**src/rtl/regfile_mp_if.sv**
```systemverilog
// Register-file access bundle: read address/data buses, the write port and
// the ready flag. The core side drives addresses and write data (master); the
// register file answers with read data and ready (slave).
interface regfile_mp_if #(
    parameter int XLEN = 32,
    parameter int AW   = 5,
    parameter int NRD  = 2
);
    logic [NRD*AW-1:0]   ra;
    logic [NRD*XLEN-1:0] rd;
    logic                we;
    logic [AW-1:0]       wa;
    logic [XLEN-1:0]     wd;
    logic                ready;

    modport master (output ra, we, wa, wd, input rd, ready);
    modport slave  (input ra, we, wa, wd, output rd, ready);
endinterface

```
**src/rtl/regfile_mp.sv**
```systemverilog
// Multi-read-port integer register file with hardwired-zero x0, optional
// same-cycle write-to-read bypass, and a post-reset sweep that zeroes every
// register before the file reports ready.
module regfile_mp #(
    parameter int XLEN   = 32,
    parameter int NREG   = 32,
    parameter int AW     = 5,
    parameter int NRD    = 2,
    parameter int BYPASS = 1
) (
    input  logic        clk,
    input  logic        rst,
    regfile_mp_if.slave bus
);

    typedef enum logic {
        CLEAR = 1'b0,
        RUN   = 1'b1
    } state_t;

    state_t              state_q, state_d;
    logic [AW-1:0]       ptr_q, ptr_d;
    logic [XLEN-1:0]     mem_q [NREG];

    logic                mem_we;
    logic [AW-1:0]       mem_wa;
    logic [XLEN-1:0]     mem_wd;
    logic                run_active;
    logic [NRD*XLEN-1:0] rd_flat;

    // Contents are only exposed once the sweep has finished and reset is high.
    assign run_active = rst && (state_q == RUN);

    // Sweep/run sequencing and selection of the single storage write port.
    always_comb begin
        state_d = state_q;
        ptr_d   = ptr_q;
        mem_we  = 1'b0;
        mem_wa  = bus.wa;
        mem_wd  = bus.wd;
        case (state_q)
            CLEAR: begin
                // Sweep owns the write port; external writes are dropped.
                mem_we = 1'b1;
                mem_wa = ptr_q;
                mem_wd = '0;
                if (ptr_q == AW'(NREG - 1)) begin
                    state_d = RUN;
                    ptr_d   = '0;
                end else begin
                    ptr_d = ptr_q + AW'(1);
                end
            end
            RUN: begin
                // x0 is never written, so its slot never needs to be trusted.
                mem_we = bus.we && (bus.wa != '0);
            end
            default: begin
                state_d = CLEAR;
                ptr_d   = '0;
            end
        endcase
        // Reset edge: restart the sweep and write nothing.
        if (!rst) begin
            state_d = CLEAR;
            ptr_d   = '0;
            mem_we  = 1'b0;
        end
    end

    // State and sweep pointer registers.
    always_ff @(posedge clk) begin
        state_q <= state_d;
        ptr_q   <= ptr_d;
    end

    // Register storage; no reset, the sweep provides the clean state.
    always_ff @(posedge clk) begin
        if (mem_we) begin
            mem_q[mem_wa] <= mem_wd;
        end
    end

    // Independent combinational read ports.
    for (genvar gi = 0; gi < NRD; gi++) begin : g_rd
        logic [AW-1:0] ra_g;
        logic          hit_g;
        assign ra_g  = bus.ra[gi*AW +: AW];
        assign hit_g = (BYPASS != 0) && bus.we && (bus.wa == ra_g);
        assign rd_flat[gi*XLEN +: XLEN] = !run_active   ? '0 :
                                          (ra_g == '0)  ? '0 :
                                          hit_g         ? bus.wd :
                                                          mem_q[ra_g];
    end

    assign bus.rd    = rd_flat;
    assign bus.ready = run_active;

endmodule
```
**src/flat_wrapper.sv**
```systemverilog
// flat-port wrapper written by rule: the top's interface ports become plain ports
module regfile_mp_flat 
#(
    parameter int XLEN   = 32,
    parameter int NREG   = 32,
    parameter int AW     = 5,
    parameter int NRD    = 2,
    parameter int BYPASS = 1
)
  (clk, rst, bus_ra, bus_we, bus_wa, bus_wd, bus_rd, bus_ready);
  regfile_mp_if #(.XLEN(XLEN), .AW(AW), .NRD(NRD)) bus_i ();
  input  logic clk;
  input  logic rst;
  input wire logic [$bits(bus_i.ra)-1:0] bus_ra;
  input wire logic [$bits(bus_i.we)-1:0] bus_we;
  input wire logic [$bits(bus_i.wa)-1:0] bus_wa;
  input wire logic [$bits(bus_i.wd)-1:0] bus_wd;
  output wire logic [$bits(bus_i.rd)-1:0] bus_rd;
  output wire logic [$bits(bus_i.ready)-1:0] bus_ready;
  assign bus_i.ra = bus_ra;
  assign bus_i.we = bus_we;
  assign bus_i.wa = bus_wa;
  assign bus_i.wd = bus_wd;
  assign bus_rd = bus_i.rd;
  assign bus_ready = bus_i.ready;
  regfile_mp #(.XLEN(XLEN), .NREG(NREG), .AW(AW), .NRD(NRD), .BYPASS(BYPASS)) u_core (.clk(clk), .rst(rst), .bus(bus_i));
endmodule
```
**config.mk**
```make
export PLATFORM = sky130hd
export DESIGN_NAME = regfile_mp_flat
export DESIGN_NICKNAME = d
export VERILOG_FILES = /design/src/rtl/regfile_mp_if.sv /design/src/rtl/regfile_mp.sv /design/src/flat_wrapper.sv
export SDC_FILE = /design/constraint.sdc
export NUM_CORES = 1
export LEC_CHECK = 0
export CORE_MARGIN = 2
export CORE_UTILIZATION = 40
export CTS_CLUSTER_SIZE = 14
export DETAILED_ROUTE_END_ITERATION = 7
export GPL_TIMING_DRIVEN = 0
export RECOVER_POWER = 50
export SLEW_MARGIN = 20
export SYNTH_ARGS = -nofsm -noshare
export SYNTH_HDL_FRONTEND = slang
export SYNTH_SLANG_ARGS = --single-unit
```
**constraint.sdc**
```tcl
create_clock -name clk -period 9.2 [get_ports clk]
set_input_delay 0.92 -clock clk [delete_from_list [all_inputs] [get_ports clk]]
set_output_delay 0.92 -clock clk [all_outputs]
set_load 0.05 [all_outputs]
```
# Word-level counts from Yosys, hierarchy flattened
# Memory sizes are Yosys's and may differ from the RTL's.
# Index checks and enable logic that the tools add are counted.
dict set report classes {
  n_bitwise 1
  mux 15
  eq_ne 3
  n_shift 0
  add_sub_neg 1
  order_cmp 0
  n_reduce_logical 7
  mul 0
  div_mod_pow 0
}
# op n
set ops {}
lappend ops {{$mux 32} 7}
lappend ops {{$eq 5x5->1} 2}
lappend ops {{$logic_not 5->1} 2}
lappend ops {{$mux 5} 2}
lappend ops {{$add 5x1->5 const B} 1}
lappend ops {{$eq 5x5->1 const B} 1}
lappend ops {{$mux 1} 5}
lappend ops {{$reduce_bool 5->1} 1}
lappend ops {{$logic_and 1x1->1} 4}
lappend ops {{$pmux 1 s2} 1}
lappend ops {{$not 1->1} 1}
dict set report totals {
  rom_bits 0
  ram_bits 1024
  memories 1
  inputBits 50
  wordCells 30
  out_inout_bits 65
  ff_bits 6
  latchBits 0
}
# name depth word_bits read_ports rd_clocked_by_memory_dff wr line
set memory_table {}
lappend memory_table {u_core.mem_q 32 32 2 0 1 regfile_mp.sv:23} ;# logic [XLEN-1:0] mem_q [NREG];

# Logic depth before layout (Yosys ltp)
# Gate-level depths: netlist of the first run.
dict set report depth {
  depth_word 6
  mapped_depth 11
  depth_no_buf 6
}

# Worst setup path before layout of the first run
# OpenSTA, ideal clock, no wires.
dict set report synth_path {
  path_type {input to output}
  start {in bus_ra[5]}
  end {out bus_rd[47]}
  required_ns 8.280
  t_arrival_ns 3.241
  path_stages 10
  setup_slack_ns 5.039
  n_path_buf 6
  cell_sequence {buf_2 -> buf_6 -> buf_4 -> buf_4 -> buf_6 -> buf_4 -> mux2i_1 -> o221ai_1 -> nand3_1 -> a31oi_1}
}
dict set report synth_between {
  elab_chain_len 5
  elab_cells_between_ends 7
  classes_between {eq/ne: 1; mux: 3; reduce/logical: 2; memory: 1}
}
# element line
set synth_lines {}
lappend synth_lines {{start, declared} flat_wrapper.sv:14} ;# input wire logic [$bits(bus_i.ra)-1:0] bus_ra;
lappend synth_lines {{parallel branches: the longest is 3 deep, another holds $mem_v2 32x32} --}
lappend synth_lines {{$mux 32 *} regfile_mp.sv:91} ;# (ra_g == '0) ? '0 :
lappend synth_lines {{$mux 32 *} regfile_mp.sv:90} ;# assign rd_flat[gi*XLEN +: XLEN] = !run_active ? '0 :
lappend synth_lines {{end, declared} flat_wrapper.sv:18} ;# output wire logic [$bits(bus_i.rd)-1:0] bus_rd;
# Mark *: on every way between the ends.

# Final worst setup path of the first run
dict set report layout_path {
  start {in bus_ra[2]}
  end {out bus_rd[11]}
}
# The elaborated chain is that of the path after synthesis.

==> results_dict.tcl, run 1 <==
set metrics [dict create \
    drt_iter0_drc 5052 \
    crit_required_ns 8.28 \
    layout_common_cells "1,024 x edfxtp_1, 451 x mux4_2, 187 x mux2i_1" \
    hold_depth 2 \
    hold_viol_final 0 \
    grt_pass1_wl_mm 254.0 \
    hold_start "u_core.ptr_q[1]" \
    dr_wl_met2_mm 84.27 \
    relSlewSlack_pct -50.22 \
    syn_area_um2 48500 \
    yosysWarnings 0 \
    wirelength_mm 188.6 \
    rsz0062_at_grt "false" \
    yosys.area.top_type "edfxtp_1" \
    dp.cells 4372 \
    status "finished, violations left" \
    fmax_mhz 136.1 \
    grt_max_degree 33 \
    final_util_pct 46.48 \
    route.vias.total 31496 \
    vias_per_cell 6.890 \
    ant_nets 0 \
    cts_tree "built" \
    final_nets 2922 \
    met3_length_mm 27.01 \
    dieArea_um2 124000 \
    drive_gt1_share_pct 26.66 \
    synth_nets 2643 \
    syn_inst 2591 \
    grt_overflow 0 \
    timing.rr.end "u_core.mem_q[0][28]" \
    gp_congestion 0.9569 \
    synth_top_area_share_pct 63.40 \
    start_kind "input port" \
    cts_hold_buf 0 \
    core-area_um2 120100 \
    num_io_pins 115 \
    cts_resized 0 \
    min_path_type "reg2reg" \
    powerDensity_nw_per_um2 183.6 \
    grt.total_usage_pct 29.78 \
    cts_made_buffers 107 \
    dr.pass1.iters 8 \
    area_growth_pct 15.12 \
    violations "capacitance limit, slew limit" \
    clock-sinks 1030 \
    endpoint_kind "output pin" \
    start_util_pct 40.37 \
    root_buffer "clkbuf_16" \
    synth_ff_type "edfxtp_1" \
    top_layer_used "met5" \
    die_w_um 352.2 \
    ir_worst_vdd_uv 148.5 \
    tns_ns 0 \
    fin_skew_ns 0.03623 \
    instances_no_fill 4571 \
    finalSetupViolCount 0 \
    period_share_pct 79.87 \
    htreeDepth 3 \
    die_h_um 352.2 \
    worstMarginPinSlew_ns 2.245 \
    drv_slew 772 \
    arrival_ns 6.43 \
    drc 0 \
    std_cell_rows 127 \
    clkTransAtPathRegs_ns 0.06 \
    startpoint "bus_ra[2]" \
    synth-seq-cells 1030 \
    grt_pass1_vias 31205 \
    final_common_cell "edfxtp_1" \
    post-cts-setup-buffers 0 \
    critPathKind "in2out" \
    r2r_start "u_core.state_q" \
    cp_max_fo 10 \
    r2r_slack_ns 3.84 \
    min_period_ns 7.348 \
    whs_ns 0.6042 \
    m1WireLength_mm 65.61 \
    hpwl_mm 131.4 \
    holdPathEnd "u_core.ptr_q[3]" \
    clk_latency_ns 0.72 \
    p_leak_nw 15.91 \
    syn_area_per_cell_um2 18.72 \
    finalPower_mw 10.25 \
    synthTopCellsByArea "edfxtp_1 63%, mux4_2 21%, mux2i_1 3.9%" \
    fillCellCount 10204 \
    maxCapViolations 34 \
    reg2reg_depth 6 \
    wire_per_inst_um 41.25 \
    cts_buffer_depth 3 \
    ys_async_sr_fraction_pct 0 \
    antenna_found_initial 7 \
    ys_seq_area_share_pct 63.65 \
    yosysUniqueCellTypes 55 \
    synth_edf_count 1024 \
    numPortBuffers 106 \
]
==> final cells by class <==
class / instances / area [um2] / area share (%)
Buffer: 210 / 1054 / 1.887
Tap cell: 1612 / 2017 / 3.613
Antenna cell: 3 / 7.507 / 0.01345
Inverter: 8 / 30.03 / 0.05379
Clock inverter: 68 / 705.7 / 1.264
Timing Repair Buffer: 170 / 1724 / 3.088
Clock buffer: 127 / 2783 / 4.984
Sequential cell: 1030 / 30870 / 55.29
Multi-Input combinational cell: 1343 / 16640 / 29.81
==> worst max-delay path: stages <==
cell and delay, ns:
clkdlybuf4s50_1 0.76, clkbuf_1 0.75, nand2_1 0.59, clkbuf_1 0.65, o221ai_1 0.45, o22ai_1 0.15
nor3_1 1.04, a211o_1 0.25, clkdlybuf4s50_1 0.83
==> synthesized netlist by cell type (32+ instances only) <==
| library cell | instances |
|---|---|
| o221ai_1 | 88 |
| nor2_1 | 61 |
| clkbuf_1 | 96 |
| mux2i_1 | 187 |
| mux4_2 | 451 |
| o22ai_1 | 65 |
| nor3_1 | 65 |
| a21oi_1 | 50 |
| nand2_1 | 81 |
| a211o_1 | 32 |
| buf_2 | 57 |
| and2_1 | 39 |
| edfxtp_1 | 1024 |
==> routing by layer <==
layer  GRT usage, %  vias up
met5              0        -
met4          14.33        8
met3          11.25      582
met2          45.29     2521
met1          37.61    16637
li1               -    11748
==> kinds of logic after synthesis <==
family	Yosys count	share of synthesized area, %
flip-flops	1030	63.65
multiplexers	657	25.24
AO/OA/AOI/OAI	341	5.253
AND/OR/NAND/NOR	333	3.426
buffers and inverters	218	2.193
XOR/XNOR	10	0.1806
adder cells (fa/ha/maj)	2	0.05159
==> registers in the layout, indices dropped and copies added, names as in the netlist <==
signal / cells
u_core.state_q: 1
u_core.ptr_q: 5
u_core.mem_q: 1024
==> metrics by stage <==
| stage | instance area, um2 | setup WS, ns |
|---|---|---|
| after floorplan | 48500 | 5.039 |
| after global placement | 51580 | 2.099 |
| after detailed placement | 53210 | 2.104 |
| after CTS | 56700 | 2.063 |
| after global routing | 55820 | 1.925 |
| final | 55830 | 1.852 |
==> how the worst max path moves through the flow <==
stage,end
final,bus_rd[11]
after global placement,bus_rd[11]
after detailed placement,bus_rd[11]
after CTS,bus_rd[11]
after global routing,bus_rd[2]
after floorplan,bus_rd[47]
==> power by group <==
group | internal (mW) | switching, mW | total, mW
Clock | 2.52 | 1.91 | 4.43
Sequential | 5.12 | 0.0150 | 5.13
Combinational | 0.239 | 0.451 | 0.690
No activity file was read; power rests on OpenSTA's default activity.
==> run 2: changes to the inputs <==
==> constraint.sdc (replaced) <==
create_clock -name clk -period 7.2 [get_ports clk]
set_input_delay 0.72 -clock clk [delete_from_list [all_inputs] [get_ports clk]]
set_output_delay 0.72 -clock clk [all_outputs]
set_load 0.05 [all_outputs]
==> run 2 against run 1 <==
  * The flow still finishes with violations (capacitance limit, slew limit)
  * Register-to-register slack got worse by 2.0 ns
  * Largest cell class unchanged
  * Utilization is 0.12 points lower
  * Global-route usage unchanged
  * Worst hold slack worse by 0.0039 ns
  * Final cell count hardly changed
  * Sequential share of layout area rose by 0.14 points
==> results_dict.tcl, run 2 (synthesis results as in run 1) <==
set metrics [dict create \
    wirelength_mm 188.5 \
    cts_resized 0 \
    violations "capacitance limit, slew limit" \
    dieArea_um2 124000 \
    antenna_found_initial 7 \
    clk_latency_ns 0.72 \
    cts_tree "built" \
    status "finished, violations left" \
    layout_common_cells "1,024 x edfxtp_1, 451 x mux4_2, 187 x mux2i_1" \
    fin_skew_ns 0.03831 \
    max_flop_register "u_core.mem_q" \
    seq_area_um2 30870 \
    cp_max_fo 10 \
    route.vias.total 31369 \
    num_io_pins 115 \
    std_cell_rows 127 \
    vias_per_cell 6.866 \
    path_buf_inv 4 \
    clkTransAtPathRegs_ns 0.06 \
    start_kind "input port" \
    arrival_ns 6.24 \
    fmax_mhz 143.8 \
    whs_ns 0.6003 \
    worstMarginPinSlew_ns 2.224 \
    hpwl_mm 131.4 \
    fillCellCount 10221 \
    period_share_pct 96.60 \
    tns_ns 0 \
    crit_family "buffers and inverters" \
    worstPathCellList "clkdlybuf4s50_1, clkbuf_1, nand2_1, clkbuf_1, o221ai_1, o22ai_1, nor3_1, a211o_1, clkdlybuf4s50_1" \
    die_h_um 352.2 \
    die_w_um 352.2 \
    r2r_start "u_core.state_q" \
    grt_pass1_vias 31205 \
    grt_pass1_wl_mm 254.0 \
    ir_worst_vdd_uv 189.4 \
    drt_iter0_drc 5086 \
    min_period_ns 6.955 \
    root_buffer "clkbuf_16" \
    multi_input_area_um2 16630 \
    grt.total_usage_pct 29.78 \
    gp_congestion 0.9569 \
    area_growth_pct 14.83 \
    final_nets 2922 \
    grt_overflow 0 \
    crit_required_ns 6.48 \
    p_leak_nw 15.85 \
    maxCapViolations 35 \
    numPortBuffers 106 \
    drv_slew 806 \
    relSlewSlack_pct -48.81 \
    cts_hold_buf 0 \
    min_path_type "reg2reg" \
    core-area_um2 120100 \
    r2r_slack_ns 1.81 \
    htreeDepth 3 \
    crit_slowest_cell "nor3_1" \
    cts_buffer_depth 3 \
    endpoint_kind "output pin" \
    powerDensity_nw_per_um2 235.0 \
    critPathKind "in2out" \
    hold_start "u_core.ptr_q[4]" \
    startpoint "bus_ra[2]" \
    finalSetupViolCount 0 \
    hold_viol_final 0 \
    dr.pass1.iters 8 \
    final_common_cell "edfxtp_1" \
    grt_max_degree 33 \
    post-cts-setup-buffers 0 \
    cts_made_buffers 107 \
    largest_register_ffs 1024 \
    drive_gt1_share_pct 26.39 \
    largestRegisters "u_core.mem_q (1024), u_core.ptr_q (5), u_core.state_q (1)" \
    clock-sinks 1030 \
    ant_nets 0 \
    wire_per_inst_um 41.26 \
    worst_path_largest_cell_delay_ns 1.02 \
    drc 0 \
    start_util_pct 40.37 \
    rsz0062_at_grt "false" \
]
==> run 2: worst paths after layout <==
kind / to / cells past startpoint
worst max register to register: u_core.mem_q[0][28] / 6
worst min register to register: u_core.ptr_q[4] / 2
worst max-delay path: bus_rd[11] / 9
worst min-delay path: u_core.ptr_q[4] / 2
==> run 2: routing by layer <==
metal  routed length, um  global-route usage, %
met5                  53                      0
met4               11640                  14.33
met3               26920                  11.25
met2               84070                  45.29
met1               65820                  37.61
==> run 2: report_power, final <==
group	switching, mW	internal, mW	leakage (nW)
sequential	0.0191	6.54	7.78
combinational	0.576	0.305	6.38
clock	2.43	3.22	1.69
total	3.03	10.1	15.9
==> run 2: layout make-up <==
cell class	instances	area share, %
multi-input cells	1343	29.87
plain buffers	210	1.892
clock inverters	68	1.267
well taps	1612	3.622
repair buffers	170	2.865
inverters	8	0.05392
diodes	1	0.004493
flip-flops and latches	1030	55.43
clock buffers	127	4.997
==> run 2: worst reg2reg max path: stages, from the launching register on <==
cell and delay (ns):
dfxtp_1 0.48, clkbuf_1 0.39, clkbuf_1 0.46, o2111ai_1 0.72, nor2_1 0.49, clkbuf_1 1.11, clkbuf_1 1.31
==> run 2: per-stage QoR <==
stage	setup WS [ns]	util (%)	total power, mW	std cells	instance area, um2
2_1_floorplan	3.439	-	7.168	2591	48500
3_3_place_gp	0.4991	42.93	7.531	4309	51580
3_5_place_dp	0.5041	44.29	7.562	4372	53210
4_1_cts	0.4626	47.20	13.08	4567	56700
5_1_grt	0.3246	46.36	13.32	4568	55690
6_report	0.2446	46.36	13.09	4569	55690
